$ cat src/rtl/sort_mem_responder_if.sv
// Bus bundle between the sort datapath / host and the sort memory responder.
// The stats counters exist only when SORT_MEM_STATS_EN is defined.
interface sort_mem_responder_if #(
    parameter int unsigned DATAWIDTH = 32,
    parameter int unsigned ADDRWIDTH = 4
);
    // sort engine side
    logic                 sort_go;
    logic                 sort_done;
    logic                 ren;
    logic                 wen;
    logic [ADDRWIDTH-1:0] addr;
    logic [DATAWIDTH-1:0] wdata;
    logic [DATAWIDTH-1:0] rdata;
    logic                 rvalid;

    // host load / readback side
    logic                 h_req;
    logic                 h_we;
    logic [ADDRWIDTH-1:0] h_addr;
    logic [DATAWIDTH-1:0] h_wdata;
    logic [DATAWIDTH-1:0] h_rdata;
    logic                 h_ack;

    logic                 busy;

`ifdef SORT_MEM_STATS_EN
    logic [15:0]          rd_count;
    logic [15:0]          wr_count;
`endif

    // requester side: sort engine plus host
    modport master (
        output sort_go, sort_done, ren, wen, addr, wdata,
        output h_req, h_we, h_addr, h_wdata,
`ifdef SORT_MEM_STATS_EN
        input  rd_count, wr_count,
`endif
        input  rdata, rvalid, h_rdata, h_ack, busy
    );

    // responder side: the memory
    modport slave (
        input  sort_go, sort_done, ren, wen, addr, wdata,
        input  h_req, h_we, h_addr, h_wdata,
`ifdef SORT_MEM_STATS_EN
        output rd_count, wr_count,
`endif
        output rdata, rvalid, h_rdata, h_ack, busy
    );
endinterface

$ cat src/rtl/sort_mem_responder.sv
// Memory-side responder for the sort datapath.
// An arbiter FSM gives the element array either to the sort engine
// (one ren/wen access per cycle) or to the host (one load/readback
// access per request, acknowledged with a one-cycle h_ack pulse).
// Optional feature macro: SORT_MEM_STATS_EN adds saturating
// rd_count/wr_count counters of sort-side accesses.
module sort_mem_responder #(
    parameter int unsigned DATAWIDTH = 32,
    parameter int unsigned ADDRWIDTH = 4,
    parameter int unsigned DEPTH     = 16
) (
    input logic                 c_clk,
    input logic                 rst,
    sort_mem_responder_if.slave bus
);

    localparam int unsigned CNTWIDTH = 16;

    typedef enum logic [1:0] {
        S_IDLE,
        S_SORT,
        S_HOST,
        S_ACK
    } state_t;

    state_t               state;
    logic [DATAWIDTH-1:0] mem [DEPTH];

    logic                 sort_in_range_c;
    logic                 host_in_range_c;
    logic                 sort_rd_c;
    logic                 sort_wr_c;
    logic                 host_wr_c;
    logic [DATAWIDTH-1:0] sort_mem_rd_c;
    logic [DATAWIDTH-1:0] host_mem_rd_c;

    // Decode which accesses are live this cycle; out-of-range reads return 0.
    always_comb begin
        sort_in_range_c = 1'b0;
        host_in_range_c = 1'b0;
        sort_rd_c       = 1'b0;
        sort_wr_c       = 1'b0;
        host_wr_c       = 1'b0;
        sort_mem_rd_c   = '0;
        host_mem_rd_c   = '0;

        sort_in_range_c = (32'(bus.addr) < DEPTH);
        host_in_range_c = (32'(bus.h_addr) < DEPTH);

        if (sort_in_range_c) begin
            sort_mem_rd_c = mem[bus.addr];
        end
        if (host_in_range_c) begin
            host_mem_rd_c = mem[bus.h_addr];
        end

        sort_rd_c = (state == S_SORT) && bus.ren;
        sort_wr_c = (state == S_SORT) && bus.wen && sort_in_range_c;
        host_wr_c = (state == S_HOST) && bus.h_we && host_in_range_c;
    end

    // Element array: contents survive reset; only the owner may write.
    always_ff @(posedge c_clk) begin
        if (sort_wr_c) begin
            mem[bus.addr] <= bus.wdata;
        end
        if (host_wr_c) begin
            mem[bus.h_addr] <= bus.h_wdata;
        end
    end

    // Arbiter FSM with registered sort/host responses.
    always_ff @(posedge c_clk or posedge rst) begin
        if (rst) begin
            state       <= S_IDLE;
            bus.rdata   <= '0;
            bus.rvalid  <= 1'b0;
            bus.h_rdata <= '0;
            bus.h_ack   <= 1'b0;
            bus.busy    <= 1'b0;
        end else begin
            bus.rvalid <= sort_rd_c;
            bus.h_ack  <= 1'b0;
            if (sort_rd_c) begin
                // read-before-write: the array still holds the old word here
                bus.rdata <= sort_mem_rd_c;
            end

            case (state)
                S_IDLE: begin
                    // sort has priority; a simultaneous host request waits
                    if (bus.sort_go) begin
                        state    <= S_SORT;
                        bus.busy <= 1'b1;
                    end else if (bus.h_req) begin
                        state    <= S_HOST;
                        bus.busy <= 1'b1;
                    end
                end
                S_SORT: begin
                    if (bus.sort_done) begin
                        state    <= S_IDLE;
                        bus.busy <= 1'b0;
                    end
                end
                S_HOST: begin
                    if (!bus.h_we) begin
                        bus.h_rdata <= host_mem_rd_c;
                    end
                    state     <= S_ACK;
                    bus.h_ack <= 1'b1;
                end
                S_ACK: begin
                    state    <= S_IDLE;
                    bus.busy <= 1'b0;
                end
                default: begin
                    state    <= S_IDLE;
                    bus.busy <= 1'b0;
                end
            endcase
        end
    end

`ifdef SORT_MEM_STATS_EN
    localparam logic [CNTWIDTH-1:0] CNT_MAX = '1;

    // Saturating access counters, cleared when a new sort takes the array.
    always_ff @(posedge c_clk or posedge rst) begin
        if (rst) begin
            bus.rd_count <= '0;
            bus.wr_count <= '0;
        end else if ((state == S_IDLE) && bus.sort_go) begin
            bus.rd_count <= '0;
            bus.wr_count <= '0;
        end else if (state == S_SORT) begin
            if (bus.ren && (bus.rd_count != CNT_MAX)) begin
                bus.rd_count <= bus.rd_count + CNTWIDTH'(1);
            end
            if (bus.wen && (bus.wr_count != CNT_MAX)) begin
                bus.wr_count <= bus.wr_count + CNTWIDTH'(1);
            end
        end
    end
`endif

endmodule

$ cat src/flat_wrapper.sv
// flat-port wrapper written by rule: the top's interface ports become plain ports
module sort_mem_responder_flat 
#(
    parameter int unsigned DATAWIDTH = 32,
    parameter int unsigned ADDRWIDTH = 4,
    parameter int unsigned DEPTH     = 16
)
  (c_clk, rst, bus_sort_go, bus_sort_done, bus_ren, bus_wen, bus_addr, bus_wdata, bus_h_req, bus_h_we, bus_h_addr, bus_h_wdata, bus_rdata, bus_rvalid, bus_h_rdata, bus_h_ack, bus_busy);
  sort_mem_responder_if #(.DATAWIDTH(DATAWIDTH), .ADDRWIDTH(ADDRWIDTH)) bus_i ();
  input logic c_clk;
  input logic rst;
  input wire logic [$bits(bus_i.sort_go)-1:0] bus_sort_go;
  input wire logic [$bits(bus_i.sort_done)-1:0] bus_sort_done;
  input wire logic [$bits(bus_i.ren)-1:0] bus_ren;
  input wire logic [$bits(bus_i.wen)-1:0] bus_wen;
  input wire logic [$bits(bus_i.addr)-1:0] bus_addr;
  input wire logic [$bits(bus_i.wdata)-1:0] bus_wdata;
  input wire logic [$bits(bus_i.h_req)-1:0] bus_h_req;
  input wire logic [$bits(bus_i.h_we)-1:0] bus_h_we;
  input wire logic [$bits(bus_i.h_addr)-1:0] bus_h_addr;
  input wire logic [$bits(bus_i.h_wdata)-1:0] bus_h_wdata;
  output wire logic [$bits(bus_i.rdata)-1:0] bus_rdata;
  output wire logic [$bits(bus_i.rvalid)-1:0] bus_rvalid;
  output wire logic [$bits(bus_i.h_rdata)-1:0] bus_h_rdata;
  output wire logic [$bits(bus_i.h_ack)-1:0] bus_h_ack;
  output wire logic [$bits(bus_i.busy)-1:0] bus_busy;
  assign bus_i.sort_go = bus_sort_go;
  assign bus_i.sort_done = bus_sort_done;
  assign bus_i.ren = bus_ren;
  assign bus_i.wen = bus_wen;
  assign bus_i.addr = bus_addr;
  assign bus_i.wdata = bus_wdata;
  assign bus_i.h_req = bus_h_req;
  assign bus_i.h_we = bus_h_we;
  assign bus_i.h_addr = bus_h_addr;
  assign bus_i.h_wdata = bus_h_wdata;
  assign bus_rdata = bus_i.rdata;
  assign bus_rvalid = bus_i.rvalid;
  assign bus_h_rdata = bus_i.h_rdata;
  assign bus_h_ack = bus_i.h_ack;
  assign bus_busy = bus_i.busy;
  sort_mem_responder #(.DATAWIDTH(DATAWIDTH), .ADDRWIDTH(ADDRWIDTH), .DEPTH(DEPTH)) u_core (.c_clk(c_clk), .rst(rst), .bus(bus_i));
endmodule
$ cat config.mk
export PLATFORM = sky130hd
export DESIGN_NAME = sort_mem_responder_flat
export DESIGN_NICKNAME = d
export VERILOG_FILES = /design/src/rtl/sort_mem_responder_if.sv /design/src/rtl/sort_mem_responder.sv /design/src/flat_wrapper.sv
export SDC_FILE = /design/constraint.sdc
export NUM_CORES = 1
export LEC_CHECK = 0
export CAP_MARGIN = 20
export CORE_ASPECT_RATIO = 0.8
export CORE_UTILIZATION = 40
export DETAILED_ROUTE_END_ITERATION = 16
export MAX_ROUTING_LAYER = met4
export PLACE_DENSITY_LB_ADDON = 0.05
export SLEW_MARGIN = 20
export SYNTH_ARGS = -nofsm -noshare
export SYNTH_HDL_FRONTEND = slang
export SYNTH_SLANG_ARGS = --single-unit
$ cat constraint.sdc
create_clock -name c_clk -period 6.6 [get_ports c_clk]
set_input_delay 1.32 -clock c_clk [delete_from_list [all_inputs] [get_ports c_clk]]
set_output_delay 1.32 -clock c_clk [all_outputs]
set_load 0.1 [all_outputs]
Word-level counts from Yosys, hierarchy flattened

Memories as Yosys holds them, arrays and structs flattened. A register that Yosys moved wholly into a read port is not among the register bits.
Index checks and enable logic that the tools add are counted.

Flip-flop bits (word level): 5
RAM bits: 512
Logic and storage cells: 36
Memories kept: 1

Memories:

| name       | depth | width | rd ports | clocked after Yosys merged registers in | write ports | RTL line                 | text |
|---|---|---|---|---|---|---|---|
| u_core.mem | 16    | 32    | 2        | 2                                       | 1           | sort_mem_responder.sv:27 | `logic [DATAWIDTH-1:0] mem [DEPTH];` |

Equality and inequality tests: 5
Mux-type cells: 16
Bitwise operators: 1
Reductions and logical operators: 9

Operators with widths:

| cell                                                             | number |
|---|---|
| 32-bit two-way mux                                               | 1 |
| 32-bit OR reduction                                              | 1 |
| 1-bit two-way mux                                                | 9 |
| 2-bit case mux with 4 select lines                               | 1 |
| 2-bit two-way mux                                                | 3 |
| 2-bit == test (second input constant)                            | 2 |
| 4-bit two-way mux                                                | 1 |
| 2-bit AND reduction                                              | 2 |
| 1-bit logical AND                                                | 3 |
| 3-bit inequality test (second input constant)                    | 1 |
| 1-bit case mux with 3 select lines                               | 1 |
| 3-bit AND reduction                                              | 1 |
| 3-bit nonzero test                                               | 1 |
| 2-bit by 1-bit == test with 1-bit output (second input constant) | 1 |
| 2-bit logical NOT                                                | 1 |
| 2-bit inequality test (second input constant)                    | 1 |
| 1-bit NOT                                                        | 1 |

Depth between registers and ports, before layout

Depth after elaboration: 6
Mapped depth: 8
Gate-level depth less buffers: 5

Worst setup path before layout

Ideal clock, no wire load.

Path type: input -> register
Start: input port bus_h_addr[0]
End: memory u_core.mem[1][0], enable pin
Setup time: 0.421 ns
Arrival time: 3.664 ns
Required time: 6.179 ns
Setup slack: 2.515 ns
Stages: 7
Cell sequence: buf_4 buf_4 buf_6 buf_4 nor3b_1 a21oi_1 nor2_1

Longest elaborated chain between the ends: 1

RTL lines:

| item                        | RTL line                 | text |
|---|---|---|
| from (decl)                 | flat_wrapper.sv:20       | `input wire logic [$bits(bus_i.h_addr)-1:0] bus_h_addr;` |
| 4-bit two-way mux (no line) | --                       |  |
| to (decl)                   | sort_mem_responder.sv:27 |  |

No other way between the ends.

Final worst setup path

Start: input port bus_h_we
End: memory u_core.mem[9][21], enable pin

Longest elaborated chain between the ends: 5

RTL lines:

| item                                                                    | RTL line                 | text |
|---|---|---|
| from (decl)                                                             | flat_wrapper.sv:19       | `input wire logic [$bits(bus_i.h_we)-1:0] bus_h_we;` |
| 1-bit logical AND (*)                                                   | sort_mem_responder.sv:59 | `host_wr_c = (state == S_HOST) && bus.h_we && host_in_range_c;` |
| 1-bit two-way mux (*)                                                   | sort_mem_responder.sv:67 | `if (host_wr_c) begin` |
| 1-bit two-way mux (not written as such) (*)                             | sort_mem_responder.sv:68 | `mem[bus.h_addr] <= bus.h_wdata;` |
| 32-bit OR reduction (no line)                                           | --                       |  |
| 4-bit two-way mux (no line) / 1-bit two-way mux (equally long branches) | --                       |  |

Mark *: on every way between the ends. The rest lies on a longest branch, timed or not.

==> results.ini <==
[run_status]
status = finished with violations
violations = design-rule violations

[clock_tree]
path_clk_slew_ns = 0.06
insertion_delay_ns = 0.62
cts_tree = yes
clockBufferDepth = 3
clock-sinks = 581
postCtsSetupRepairBufs = 0
htree_levels = 2
clockRootBuffer = clkbuf_16
ctsHoldBuffers = 0
cts_resized = 0
cts_buffers = 59

[logic_synthesis]
synth_edf_count = 512
ys_seq_area_frac = 0.645
syn_area_mm2 = 0.0265
synth_top_cells_by_count = edfxtp_1 (512), mux2i_1 (290), a22oi_1 (128)
yosysMostFrequentCell = edfxtp_1
syn-num-nets = 1672
synth.largest_area_cell = edfxtp_1
synth_area_per_cell_um2 = 16.6
syn_inst = 1592
synth_ff_type = edfxtp_1
ys_ff_latch = 581
yosysWarnings = 0
synth_top_area_share = 0.580
async_flop_share = 0.119
ys_top_cells_by_area = edfxtp_1 (58%), mux2i_1 (11%), mux4_2 (11%)
ys_types = 33

[worst_setup_path]
arrival_ns = 4.61
max_stage_delay_ns = 0.93
crit_path_start_kind = primary input
worstSetupPathType = primary input to register
crit_fanout = 20
end_kind = register
cpLargestDelayFamily = simple AND/OR/NAND/NOR gates
cp_data_required_time_ns = 6.89
cpMaxStageDelayCell = nor2_4
cp_cell_sequence = clkdlybuf4s50_1, nand3b_1, mux2_2, nand2_1, nor2_4, buf_4
crit_buf_inv = 2

[floorplan]
die_h_um = 232
core-area_mm2 = 0.0656
ios = 147
row_count = 84
start_util = 0.404
die_w_um = 290
dieArea_mm2 = 0.0673

[routing]
ant_nets = 0
wirelength_mm = 82.3
wl_per_cell_um = 31.4
drt-initial-drc-count = 1849
num_vias = 16200
drc = 2
viasPerCell = 6.20
dr.pass1.iters = 11

[global_route]
grt_first_pass_wirelength_mm = 117
antenna_found_initial = 3
grt_pass1_vias = 16000
grt_max_degree = 114
track_usage = 0.253
overflow = 0

[sta]
tns_ns = 0
finalSetupViolations = 0
post-route-period-util = 0.654
fin_skew_ns = 0.0142
min_period_ns = 4.32
slew_headroom = 0.202
tightest_slew_ns = 1.19
drv_slew = 0
fmax_mhz = 232
rsz0062_at_grt = false
hold_viol = 0

[power_and_ir_drop]
ir_drop_uv = 352
p_leak_nw = 10.6
power_mw = 11.3
p_per_area_mw_per_mm2 = 365

[place]
gp_congestion = 0.811
dp_hpwl_mm = 49.1
place.port_buffers = 146
place_area_mm2 = 0.0289

[cells_and_area]
design_area_mm2 = 0.0310
multi_input_area_mm2 = 0.00893
layout.nets = 1790
drive_gt1_frac = 0.191
regArea_mm2 = 0.0171
syn_to_final_growth_pct = 17.0
fillers = 5560

[min_path]
hold_path_class = register to register

[flow_run]
maxCapViolations = 0

cells by family (layout without fill, tap and decap cells):
logic type,count (synthesis),count (layout),share of synthesized area
flops,581,581,0.645
mux,452,452,0.232
compound gates,250,250,0.0682
simple gates,174,174,0.0296
buf+inv,135,303,0.0245
other cells,0,2,0
worst min-delay path: stages (launching register included):
cell	delay, ns
dfrtp_1	0.35
a32oi_1	0.06
o31ai_1	0.06
cell usage in the layout (no fill, tap or decap), drive strengths merged:
master,n
and2,5
o22ai,1
o32ai,1
a31oi,30
mux4,127
o211ai,1
bufinv,11
nand4,23
buf,50
clkinvlp,3
a32oi,30
nor2,58
o31ai,30
diode,2
clkinv,28
a22oi,128
dfrtp,69
nand3,4
o311ai,1
nand3b,3
inv,4
nand2,66
nor3b,3
o21ai,2
clkbuf,68
nor3,1
mux2,35
a21oi,26
clkdlybuf4s50,139
mux2i,290
nand2b,3
edfxtp,512
nor2b,8
power by group:
part           internal [mW]  switching [mW]
Sequential              4.40           0.208
Clock                   2.12            1.47
Combinational          0.770            2.35
Total                   7.29            4.03
layout make-up:
cell class / instances / area share
inverter: 3 / 0.000444
antenna: 2 / 0.000161
clock buffer: 68 / 0.0501
multi-input combinational: 876 / 0.288
clock inverter: 43 / 0.0164
sequential: 581 / 0.551
timing repair buffer: 189 / 0.0587
tap: 860 / 0.0347
worst paths after layout:
kind	start	end	slack, ns	cells after the start
worst min register to register	u_core.bus.rdata[21]	u_core.bus.rdata[21]	0.50	2
max in group asynchronous	rst	u_core.bus.rdata[21]	4.38	3
worst min-delay path	u_core.bus.rdata[21]	u_core.bus.rdata[21]	0.50	2
worst max register to register	u_core.state[0]	u_core.mem[9][21]	2.79	5
worst max-delay path	bus_h_we	u_core.mem[9][21]	2.28	6
min in group asynchronous	rst	u_core.bus.rdata[3]	1.09	2
metal layers:
layer | vias to the layer above | share of wire | GRT usage
li1 | 6777 | - | -
met1 | 8600 | 0.46 | 0.374
met2 | 739 | 0.44 | 0.362
met3 | 132 | 0.082 | 0.0474
met4 | 0 | 0.019 | 0.0573
met5 | - | 0 | -
per-stage QoR:
stage / utilization / std cells / setup slack [ns] / hold WS [ns]
2_1_floorplan: - / 1592 / 2.52 / 0.432
3_3_place_gp: 0.441 / 2507 / 1.75 / 0.482
3_5_place_dp: 0.441 / 2509 / 1.71 / 0.484
4_1_cts: 0.473 / 2620 / 2.36 / 0.501
5_1_grt: 0.473 / 2622 / 2.20 / 0.519
6_report: 0.473 / 2622 / 2.28 / 0.499
registers in the layout, indices dropped and copies added, names as in the netlist:
register	count
u_core.mem	512
u_core.bus.h_rdata	32
u_core.bus.rvalid	1
u_core.state	2
u_core.bus.busy	1
u_core.bus.rdata	32
u_core.bus.h_ack	1
No activity file was read; power rests on OpenSTA's default activity.
